===== config.mk =====
export PLATFORM = sky130hd
export DESIGN_NAME = seq_shift_add_mult
export DESIGN_NICKNAME = d
export VERILOG_FILES = /design/src/rtl/seq_mult_pkg.sv /design/src/rtl/mul_abs.sv /design/src/rtl/seq_shift_add_mult.sv
export SDC_FILE = /design/constraint.sdc
export NUM_CORES = 1
export LEC_CHECK = 0
export ABC_AREA = 1
export BUFFER_PORTS_ARGS = -buffer_cell sky130_fd_sc_hd__buf_4
export CORE_UTILIZATION = 63
export CTS_BUF_LIST = sky130_fd_sc_hd__clkbuf_2 sky130_fd_sc_hd__clkbuf_4 sky130_fd_sc_hd__clkbuf_8
export DETAILED_ROUTE_END_ITERATION = 8
export PLACE_DENSITY = 0.82
export SLEW_MARGIN = 20
export SYNTH_ARGS = -nofsm -noshare
export SYNTH_HDL_FRONTEND = slang
export SYNTH_HIERARCHICAL = 1
export SYNTH_SLANG_ARGS = --single-unit

===== constraint.sdc =====
create_clock -name clk -period 2.2 [get_ports clk]
set_clock_uncertainty 0.1 [all_clocks]
set_input_delay 0.11 -clock clk [delete_from_list [all_inputs] [get_ports clk]]
set_output_delay 0.11 -clock clk [all_outputs]
set_load 0.005 [all_outputs]

===== src/rtl/seq_mult_pkg.sv =====
// Shared definitions for the sequential shift-add multiplier: FSM state
// encoding and the iteration-counter width helper.
package seq_mult_pkg;

    typedef enum logic [1:0] {
        ST_IDLE = 2'd0,
        ST_RUN  = 2'd1,
        ST_DONE = 2'd2
    } state_e;

    // Counter must be able to hold the value WIDTH itself.
    function automatic int cntWidth(input int width);
        return $clog2(width + 1);
    endfunction

endpackage


===== src/rtl/mul_abs.sv =====
// Combinational conditional absolute value: in signed mode a negative operand
// is negated into an unsigned magnitude (the most negative value maps to 2^(WIDTH-1)).
module mul_abs #(
    parameter int WIDTH = 16
) (
    input  logic [WIDTH-1:0] val,
    input  logic             is_signed,
    output logic [WIDTH-1:0] mag,
    output logic             sign
);

    assign sign = is_signed & val[WIDTH-1];
    assign mag  = sign ? (~val + WIDTH'(1)) : val;

endmodule


===== src/rtl/seq_shift_add_mult.sv =====
// Sequential shift-add multiplier, one partial product per clock, start/ready
// handshake and one-cycle done pulse. Optional macro SEQ_MULT_EARLY_TERM_EN
// ends the iteration as soon as the remaining multiplier magnitude is zero.
module seq_shift_add_mult
    import seq_mult_pkg::*;
#(
    parameter int WIDTH = 16,
    parameter int CNT_W = cntWidth(WIDTH)
) (
    input  logic               clk,
    input  logic               rst,
    input  logic               start,
    input  logic               is_signed,
    input  logic [WIDTH-1:0]   multiplier,
    input  logic [WIDTH-1:0]   multiplicand,
    output logic               ready,
    output logic               done,
    output logic [2*WIDTH-1:0] product
);

    localparam int PW = 2 * WIDTH;

    state_e           state_q, state_d;
    logic [WIDTH-1:0] magA_q, magA_d;
    logic [PW-1:0]    magBSh_q, magBSh_d;
    logic [PW-1:0]    acc_q, acc_d;
    logic [CNT_W-1:0] cnt_q, cnt_d;
    logic             neg_q, neg_d;
    logic             done_q, done_d;
    logic [PW-1:0]    product_q, product_d;

    logic [WIDTH-1:0] absA, absB;
    logic             signA, signB;

    mul_abs #(.WIDTH(WIDTH)) uAbsA (
        .val       (multiplier),
        .is_signed (is_signed),
        .mag       (absA),
        .sign      (signA)
    );

    mul_abs #(.WIDTH(WIDTH)) uAbsB (
        .val       (multiplicand),
        .is_signed (is_signed),
        .mag       (absB),
        .sign      (signB)
    );

    always_ff @(posedge clk) begin
        if (rst) begin
            state_q   <= ST_IDLE;
            magA_q    <= '0;
            magBSh_q  <= '0;
            acc_q     <= '0;
            cnt_q     <= '0;
            neg_q     <= 1'b0;
            done_q    <= 1'b0;
            product_q <= '0;
        end else begin
            state_q   <= state_d;
            magA_q    <= magA_d;
            magBSh_q  <= magBSh_d;
            acc_q     <= acc_d;
            cnt_q     <= cnt_d;
            neg_q     <= neg_d;
            done_q    <= done_d;
            product_q <= product_d;
        end
    end

    always_comb begin
        state_d   = state_q;
        magA_d    = magA_q;
        magBSh_d  = magBSh_q;
        acc_d     = acc_q;
        cnt_d     = cnt_q;
        neg_d     = neg_q;
        done_d    = 1'b0;
        product_d = product_q;

        case (state_q)
            ST_IDLE: begin
                if (start) begin
                    magA_d   = absA;
                    magBSh_d = {{WIDTH{1'b0}}, absB};
                    neg_d    = signA ^ signB;
                    acc_d    = '0;
                    cnt_d    = '0;
                    state_d  = ST_RUN;
                end
            end

            ST_RUN: begin
`ifdef SEQ_MULT_EARLY_TERM_EN
                if (magA_q == '0) begin
                    state_d = ST_DONE;
                end else begin
                    if (magA_q[0]) begin
                        acc_d = acc_q + magBSh_q;
                    end
                    magA_d   = magA_q >> 1;
                    magBSh_d = magBSh_q << 1;
                    cnt_d    = cnt_q + CNT_W'(1);
                end
`else
                if (magA_q[0]) begin
                    acc_d = acc_q + magBSh_q;
                end
                magA_d   = magA_q >> 1;
                magBSh_d = magBSh_q << 1;
                cnt_d    = cnt_q + CNT_W'(1);
                // This edge performs the final (WIDTH-th) iteration.
                if (cnt_q == CNT_W'(WIDTH - 1)) begin
                    state_d = ST_DONE;
                end
`endif
            end

            ST_DONE: begin
                product_d = neg_q ? (~acc_q + PW'(1)) : acc_q;
                done_d    = 1'b1;
                state_d   = ST_IDLE;
            end

            default: begin
                state_d = ST_IDLE;
            end
        endcase
    end

    assign ready   = (state_q == ST_IDLE);
    assign done    = done_q;
    assign product = product_q;

endmodule

==> results.json, run 1 <==
{
  "status": "complete, no violations",
  "yosys_most_used_dff": "dfxtp_1",
  "cts_buffers": 17,
  "fillerInstances": 1129,
  "power_frac_comb": 0.174,
  "finalMaxSlewViolations": 0,
  "p_total_mw": 5.415,
  "p_leak_nw": 5.187,
  "grt_overflow": 0,
  "clkSinkCount": 121,
  "drc_errors": 0,
  "fin_tns_setup_ns": 0,
  "hpwl_mm": 17.33,
  "syn_inst": 1458,
  "clockBufferDepth": 2,
  "avgSynthCellArea_um2": 6.025,
  "crit_type": "reg2reg",
  "pin_count": 70,
  "die_height_um": 120.1,
  "diodes": 0,
  "htreeDepth": 4,
  "dr_total_vias": 9461,
  "p_int_mw": 3.841,
  "timing.fmax_ghz": 0.4714,
  "synth_edf_count": 0,
  "crit_chain": "inv_1 -> ha_1 -> nand3_1 -> nor2_1 -> nand3_1 -> nand2_1 -> o21ai_0 -> a21oi_1 -> o21ai_0 -> nand2_1 -> inv_1",
  "synthesis.area_um2": 8785,
  "routabilityCongestion": 0.9857,
  "via_per_inst": 5.428,
  "p_sw_frac": 0.2906,
  "reg2reg_slack_ns": 0.08,
  "grt_pass1_vias": 8453,
  "grt_first_pass_wirelength_mm": 39.36,
  "cp-end-kind": "flip-flop",
  "ys_warn_count": 6,
  "final_nets": 1627,
  "power_frac_seq": 0.432,
  "die_area_um2": 14420,
  "placementRows": 42,
  "cpPeakStageDelay_ns": 0.34,
  "clkLatencyLatePin_ns": 0.46,
  "critPathLaunchType": "flip-flop",
  "yosysTopAreaCellShare": 0.2757,
  "drtPass1Iterations": 5,
  "drv_cap": 0,
  "setup_viol": 0,
  "start_util": 0.6556,
  "pwr_density_cell_nw_per_um2": 527.2,
  "async_reset_ff_frac": 0,
  "postRouteAntennaNets": 0,
  "period_needed_ns": 2.121,
  "antenna_found_initial": 0,
  "synth_area_leader_cell": "dfxtp_1",
  "cts_setup_buffers": 0,
  "slowest_stage": "dfxtp_1",
  "area_growth_pct": 16.91,
  "peakVddDrop_mv": 0.5952,
  "critPathMaxFanout": 4,
  "hold_viol_final": 0,
  "switchingPower_mw": 1.573,
  "drt_iter0_drc": 823,
  "cp.arrival_ns": 2.38,
  "max_slew_margin": 0.6462,
  "die_w_um": 120.1,
  "yosys.cell_types.count": 42,
  "grt_max_degree": 59,
  "layout-drive-gt1-share": 0.1219,
  "synth.area.top_cells": "dfxtp_1 28%, nand2_1 21%, inv_1 8.8%",
  "min_path_type": "in2reg",
  "worstMarginPinSlew_ns": 0.5307,
  "period_share": 0.9643,
  "core_area_um2": 13400,
  "cts_tree": "built",
  "seq_area_frac_synth": 0.2757,
  "routedWlPerCell_um": 13.85,
  "drt-total-wl_mm": 24.15,
  "grt.total_usage": 0.3451,
  "numPortBuffers": 69,
  "clock_power_share": 0.394,
  "path_clk_slew_ns": 0.07,
  "ys_seq_elements": 121,
  "required_ns": 2.46,
  "root_buffer": "clkbuf_8",
  "syn-num-nets": 1531
}
## layer usage
layer	up-vias	global-route usage	routed length, µm
met5	-	0	0
li1	4817	-	-
met1	4233	0.4551	10680
met4	0	0.1547	779
met3	60	0.06416	1909
met2	351	0.5456	10780
## worst max-delay path: cells and delay by family (launching register included)
| kind | cells | cell delay [ns] |
|---|---|---|
| adders and majority gates | 1 | 0.25 |
| buffers and inverters | 2 | 0.21 |
| DFF | 1 | 0.34 |
| and+or+nand+nor | 5 | 0.72 |
| AOI/OAI and AO/OA | 3 | 0.40 |
## kinds of logic (layout without fill, tap and decap cells)
kind of cell / after synthesis / after routing / synth area share
simple gates: 775 / 775 / 0.3726
flops: 121 / 121 / 0.2757
compound gates: 233 / 233 / 0.1457
fa+ha+maj: 37 / 37 / 0.05355
buf+inv: 261 / 370 / 0.1198
xor+xnor: 31 / 31 / 0.03262
## placed cells by master (no fill, tap or decap), types with 11 or more instances in the layout
cell type | Yosys | routed
ha_1 | 36 | 34
inv_1 | 205 | 204
nand4_1 | 12 | 12
nand2_1 | 486 | 485
nand3_1 | 93 | 90
nor3_1 | 13 | 13
o21ai_1 | 13 | 13
dlygate4sd3_1 | 0 | 32
o21ai_0 | 62 | 62
a21oi_1 | 100 | 99
buf_4 | 7 | 91
a31oi_1 | 30 | 30
nor2_1 | 123 | 123
dfxtp_1 | 121 | 116
nand2_2 | 13 | 14
xor2_1 | 17 | 17
o211ai_1 | 11 | 11
xnor2_1 | 12 | 12
clkbuf_8 | 0 | 23
## stage by stage
| stage | instance area, µm² | std cells | worst slack [ns] | util | hold slack [ns] |
|---|---|---|---|---|---|
| floorplan | 8785 | 1458 | 0.3099 | - | 0.1983 |
| global placement | 9483 | 1679 | 0.1260 | 0.7077 | 0.3024 |
| detailed placement | 9483 | 1679 | 0.02754 | 0.7077 | 0.3107 |
| CTS | 10230 | 1743 | 0.0008231 | 0.7632 | 0.002007 |
| global route | 10270 | 1743 | -0.009512 | 0.7664 | 0.02850 |
| finish | 10270 | 1743 | 0.07861 | 0.7664 | 0.0002644 |
## Yosys cell counts (3+ instances only)
cell        n
nand2_1   486
inv_1     205
nor2_1    123
dfxtp_1   121
a21oi_1   100
nand3_1    93
o21ai_0    62
ha_1       36
a31oi_1    30
clkbuf_1   23
xor2_1     17
buf_2      13
nand2_2    13
nor3_1     13
o21ai_1    13
nand4_1    12
xnor2_1    12
o211ai_1   11
or2_2      10
nor2_2      8
buf_4       7
nor2_4      6
inv_2       5
nand3b_1    5
buf_6       3
inv_4       3
nor2_8      3
o21a_1      3
o21bai_1    3
o221ai_1    3
## timing repair
| action | CTS | global route |
|---|---|---|
| hold buffers | 32 | 0 |
| hold endpoints to repair | 49 | 0 |
| endpoints found under the setup margin | 0 | 16 |
| resized for setup | 0 | 14 |
## power by group through the flow
stage	Clock, mW	Combinational, mW	Sequential, mW
6_report	2.13	0.942	2.34
5_1_grt	2.23	1.04	2.34
4_1_cts	2.12	0.919	2.33
3_5_place_dp	0	0.869	2.38
3_3_place_gp	0	0.852	2.38
2_1_floorplan	0	0.654	2.36
## registers in the layout (all words and copies together), names as in the netlist
| register | flops |
|---|---|
| done | 1 |
| state_q | 2 |
| magBSh_q | 32 |
| cnt_q | 5 |
| magA_q | 16 |
| neg_q | 1 |
| product | 32 |
| acc_q | 32 |
## path summary, 6_finish.rpt
check	cells after the start	from	to
setup / recovery	11	acc_q[1]$_SDFFE_PP0P_	product[16]$_SDFFE_PP0P_
hold / removal	5	multiplicand[1]	magBSh_q[1]$_SDFFE_PP0P_
setup reg to reg	11	acc_q[1]$_SDFFE_PP0P_	product[16]$_SDFFE_PP0P_
hold reg to reg	2	magA_q[15]$_SDFFE_PP0P_	magA_q[15]$_SDFFE_PP0P_
## final cells by class
class	instances	area, µm²	area share
Clock buffer	26	339.1	0.03302
Clock inverter	6	85.08	0.008285
Inverter	213	807.0	0.07858
Multi-Input combinational cell	1076	5346	0.5206
Sequential cell	121	2429	0.2365
Tap cell	176	220.2	0.02144
Timing Repair Buffer	125	1044	0.1016
Power figures use the tool's default switching activity.
==> inputs of run 2 (changes only) <==
--- a/config.mk
+++ b/config.mk
@@ -7,9 +7,12 @@
 export LEC_CHECK = 0
 export ABC_AREA = 1
 export BUFFER_PORTS_ARGS = -buffer_cell sky130_fd_sc_hd__buf_4
-export CORE_UTILIZATION = 63
+export CELL_PAD_IN_SITES_DETAIL_PLACEMENT = 0
+export CELL_PAD_IN_SITES_GLOBAL_PLACEMENT = 1
+export CORE_UTILIZATION = 44
 export CTS_BUF_LIST = sky130_fd_sc_hd__clkbuf_2 sky130_fd_sc_hd__clkbuf_4 sky130_fd_sc_hd__clkbuf_8
 export DETAILED_ROUTE_END_ITERATION = 8
+export HOLD_SLACK_MARGIN = 0.12
 export PLACE_DENSITY = 0.82
 export SLEW_MARGIN = 20
 export SYNTH_ARGS = -nofsm -noshare
==> run 2 against run 1 <==
Compared with the run above: sequential share of layout area decreased by 0.78 points; count of clock-buffer cells in the layout decreased by 5; setup slack improved by 0.064 ns; cell count rose by 6.6%; utilization down 22 points; register-to-register slack gained 0.08 ns; sequential cell count is the same; total power increased by 1.5%; clock power increased by 2%; largest cell class unchanged; highest routed layer unchanged.
==> results.json, run 2 (synthesis results as in run 1) <==
{
  "root_buffer": "clkbuf_8",
  "instances_no_fill": 1858,
  "cts_buffers": 17,
  "die_w_um": 143.3,
  "dr_total_vias": 9158,
  "clockBufferDepth": 2,
  "antenna_found_initial": 0,
  "final_area_um2": 10630,
  "cp.arrival_ns": 2.34,
  "final_nets": 1653,
  "core_area_um2": 19530,
  "drv_cap": 0,
  "diodes": 0,
  "area_growth_pct": 21.04,
  "routedWlPerCell_um": 13.60,
  "postRouteAntennaNets": 0,
  "cp-end-kind": "flip-flop",
  "crit_type": "in2reg",
  "hold_viol_final": 0,
  "required_ns": 2.48,
  "grt_overflow": 0,
  "rsz0062_at_grt": "false",
  "dp_slack_ns": 0.04404,
  "dpl.cell_count": 1779,
  "worstMarginPinSlew_ns": 0.5366,
  "power_frac_seq": 0.425,
  "max_slew_margin": 0.6423,
  "p_int_mw": 3.805,
  "clock_power_share": 0.396,
  "critPathMaxFanout": 3,
  "clkLatencyLatePin_ns": 0.46,
  "pwr_density_cell_nw_per_um2": 516.8,
  "finalMaxSlewViolations": 0,
  "power_frac_comb": 0.179,
  "cts_tree": "built",
  "slowest_stage": "dlygate4sd3_1",
  "layout-drive-gt1-share": 0.1337,
  "drtPass1Iterations": 5,
  "p_leak_nw": 5.301,
  "final_util": 0.5445,
  "reg2reg_slack_ns": 0.16,
  "grt_first_pass_wirelength_mm": 41.07,
  "status": "complete, no violations",
  "switchingPower_mw": 1.691,
  "final_common_cell": "nand2_1",
  "drc_errors": 0,
  "dpl_cell_area_um2": 9677,
  "htreeDepth": 4,
  "pin_count": 70,
  "grt_max_degree": 62,
  "grt_pass1_vias": 8387,
  "numPortBuffers": 69,
  "layout_setup_ws_ns": 0.1426,
  "die_area_um2": 20530,
  "period_needed_ns": 2.057,
  "hpwl_mm": 19.29,
  "clkSinkCount": 121,
  "cpPeakStageDelay_ns": 0.55,
  "placementRows": 51,
  "crit_top_cell": "nand2_1",
  "crit_chain": "dlygate4sd3_1 -> buf_4 -> inv_1 -> ha_1 -> nand2_1 -> nand2_2 -> nand2_2 -> nor2_4 -> nand3_1 -> nand2_1 -> dlygate4sd3_1 -> nand2_1 -> a31oi_1",
  "routabilityCongestion": 0.9039,
  "fin_tns_setup_ns": 0,
  "start_util": 0.4499,
  "path_clk_slew_ns": 0.08,
  "setup_viol": 0,
  "drt-total-wl_mm": 25.27,
  "critPathLaunchType": "input pin",
  "p_total_mw": 5.495,
  "p_sw_frac": 0.3077,
  "final_cell_mix": "483 x nand2_1, 204 x inv_1, 120 x nor2_1",
  "peakVddDrop_mv": 0.3228,
  "via_per_inst": 4.929,
  "timing.fmax_ghz": 0.4860,
  "min_path_type": "reg2reg",
  "fin_hold_ws_ns": 0.3678,
  "period_share": 0.9352,
  "die_height_um": 143.3,
  "grt.total_usage": 0.2573,
  "drt_iter0_drc": 463
}
## run 2: cell count changes in the layout (fill, tap and decap cells not counted), moves of 3 or more
| cell | delta |
|---|---|
| nor2_1 | -3 |
| clkinv_4 | +3 |
| dlygate4sd3_1 | +14 |
| nor2_2 | +3 |
| buf_4 | +12 |
| clkbuf_4 | -3 |
| ha_2 | +3 |
| inv_6 | +4 |
| ha_1 | -3 |
## run 2: worst max-delay path: cells and delay by family
family | cells | cell delay [ns]
buffers and inverters | 4 | 1.31
AND/OR/NAND/NOR | 7 | 0.55
adder cells (fa/ha/maj) | 1 | 0.20
AO/OA/AOI/OAI | 1 | 0.15
## run 2: path summary, 6_finish.rpt
path / start / endpoint / cells past startpoint
max: multiplicand[0] / magBSh_q[12]$_SDFFE_PP0P_ / 13
min: cnt_q[4]$_SDFFE_PP0P_ / cnt_q[4]$_SDFFE_PP0P_ / 2
max reg2reg: acc_q[1]$_SDFFE_PP0P_ / product[16]$_SDFFE_PP0P_ / 11
min reg2reg: cnt_q[4]$_SDFFE_PP0P_ / cnt_q[4]$_SDFFE_PP0P_ / 2
## run 2: repair_timing
item,4_1_cts,5_1_grt
buffers inserted,0,1
endpoints found under the hold margin,71,0
setup endpoints to repair,0,18
hold buffers,46,0
resized for setup,0,24
## run 2: final cells by class
cell class / instances / area (µm²)
Clock inverter: 11 / 133.9
Multi-Input combinational cell: 1076 / 5366
Inverter: 213 / 807.0
Sequential cell: 121 / 2431
Clock buffer: 21 / 289.0
Fill cell: 2071 / 8894
Timing Repair Buffer: 151 / 1274
Tap cell: 265 / 331.6
## run 2: power by group through the flow
stage | Sequential, mW | Clock, mW | Combinational, mW
finish | 2.33 | 2.18 | 0.986
CTS | 2.33 | 2.22 | 0.982
detailed placement | 2.38 | 0 | 0.902
global route | 2.34 | 2.32 | 1.11
global placement | 2.38 | 0 | 0.896
floorplan | 2.36 | 0 | 0.654
## run 2: per-layer routing
layer | vias up | wire (µm) | global-route usage
met1 | 4066 | 11170 | 0.3044
met5 | - | 0 | 0
met4 | 0 | 785 | 0.1142
li1 | 4870 | - | -
met2 | 175 | 12510 | 0.4591
met3 | 47 | 809 | 0.03799
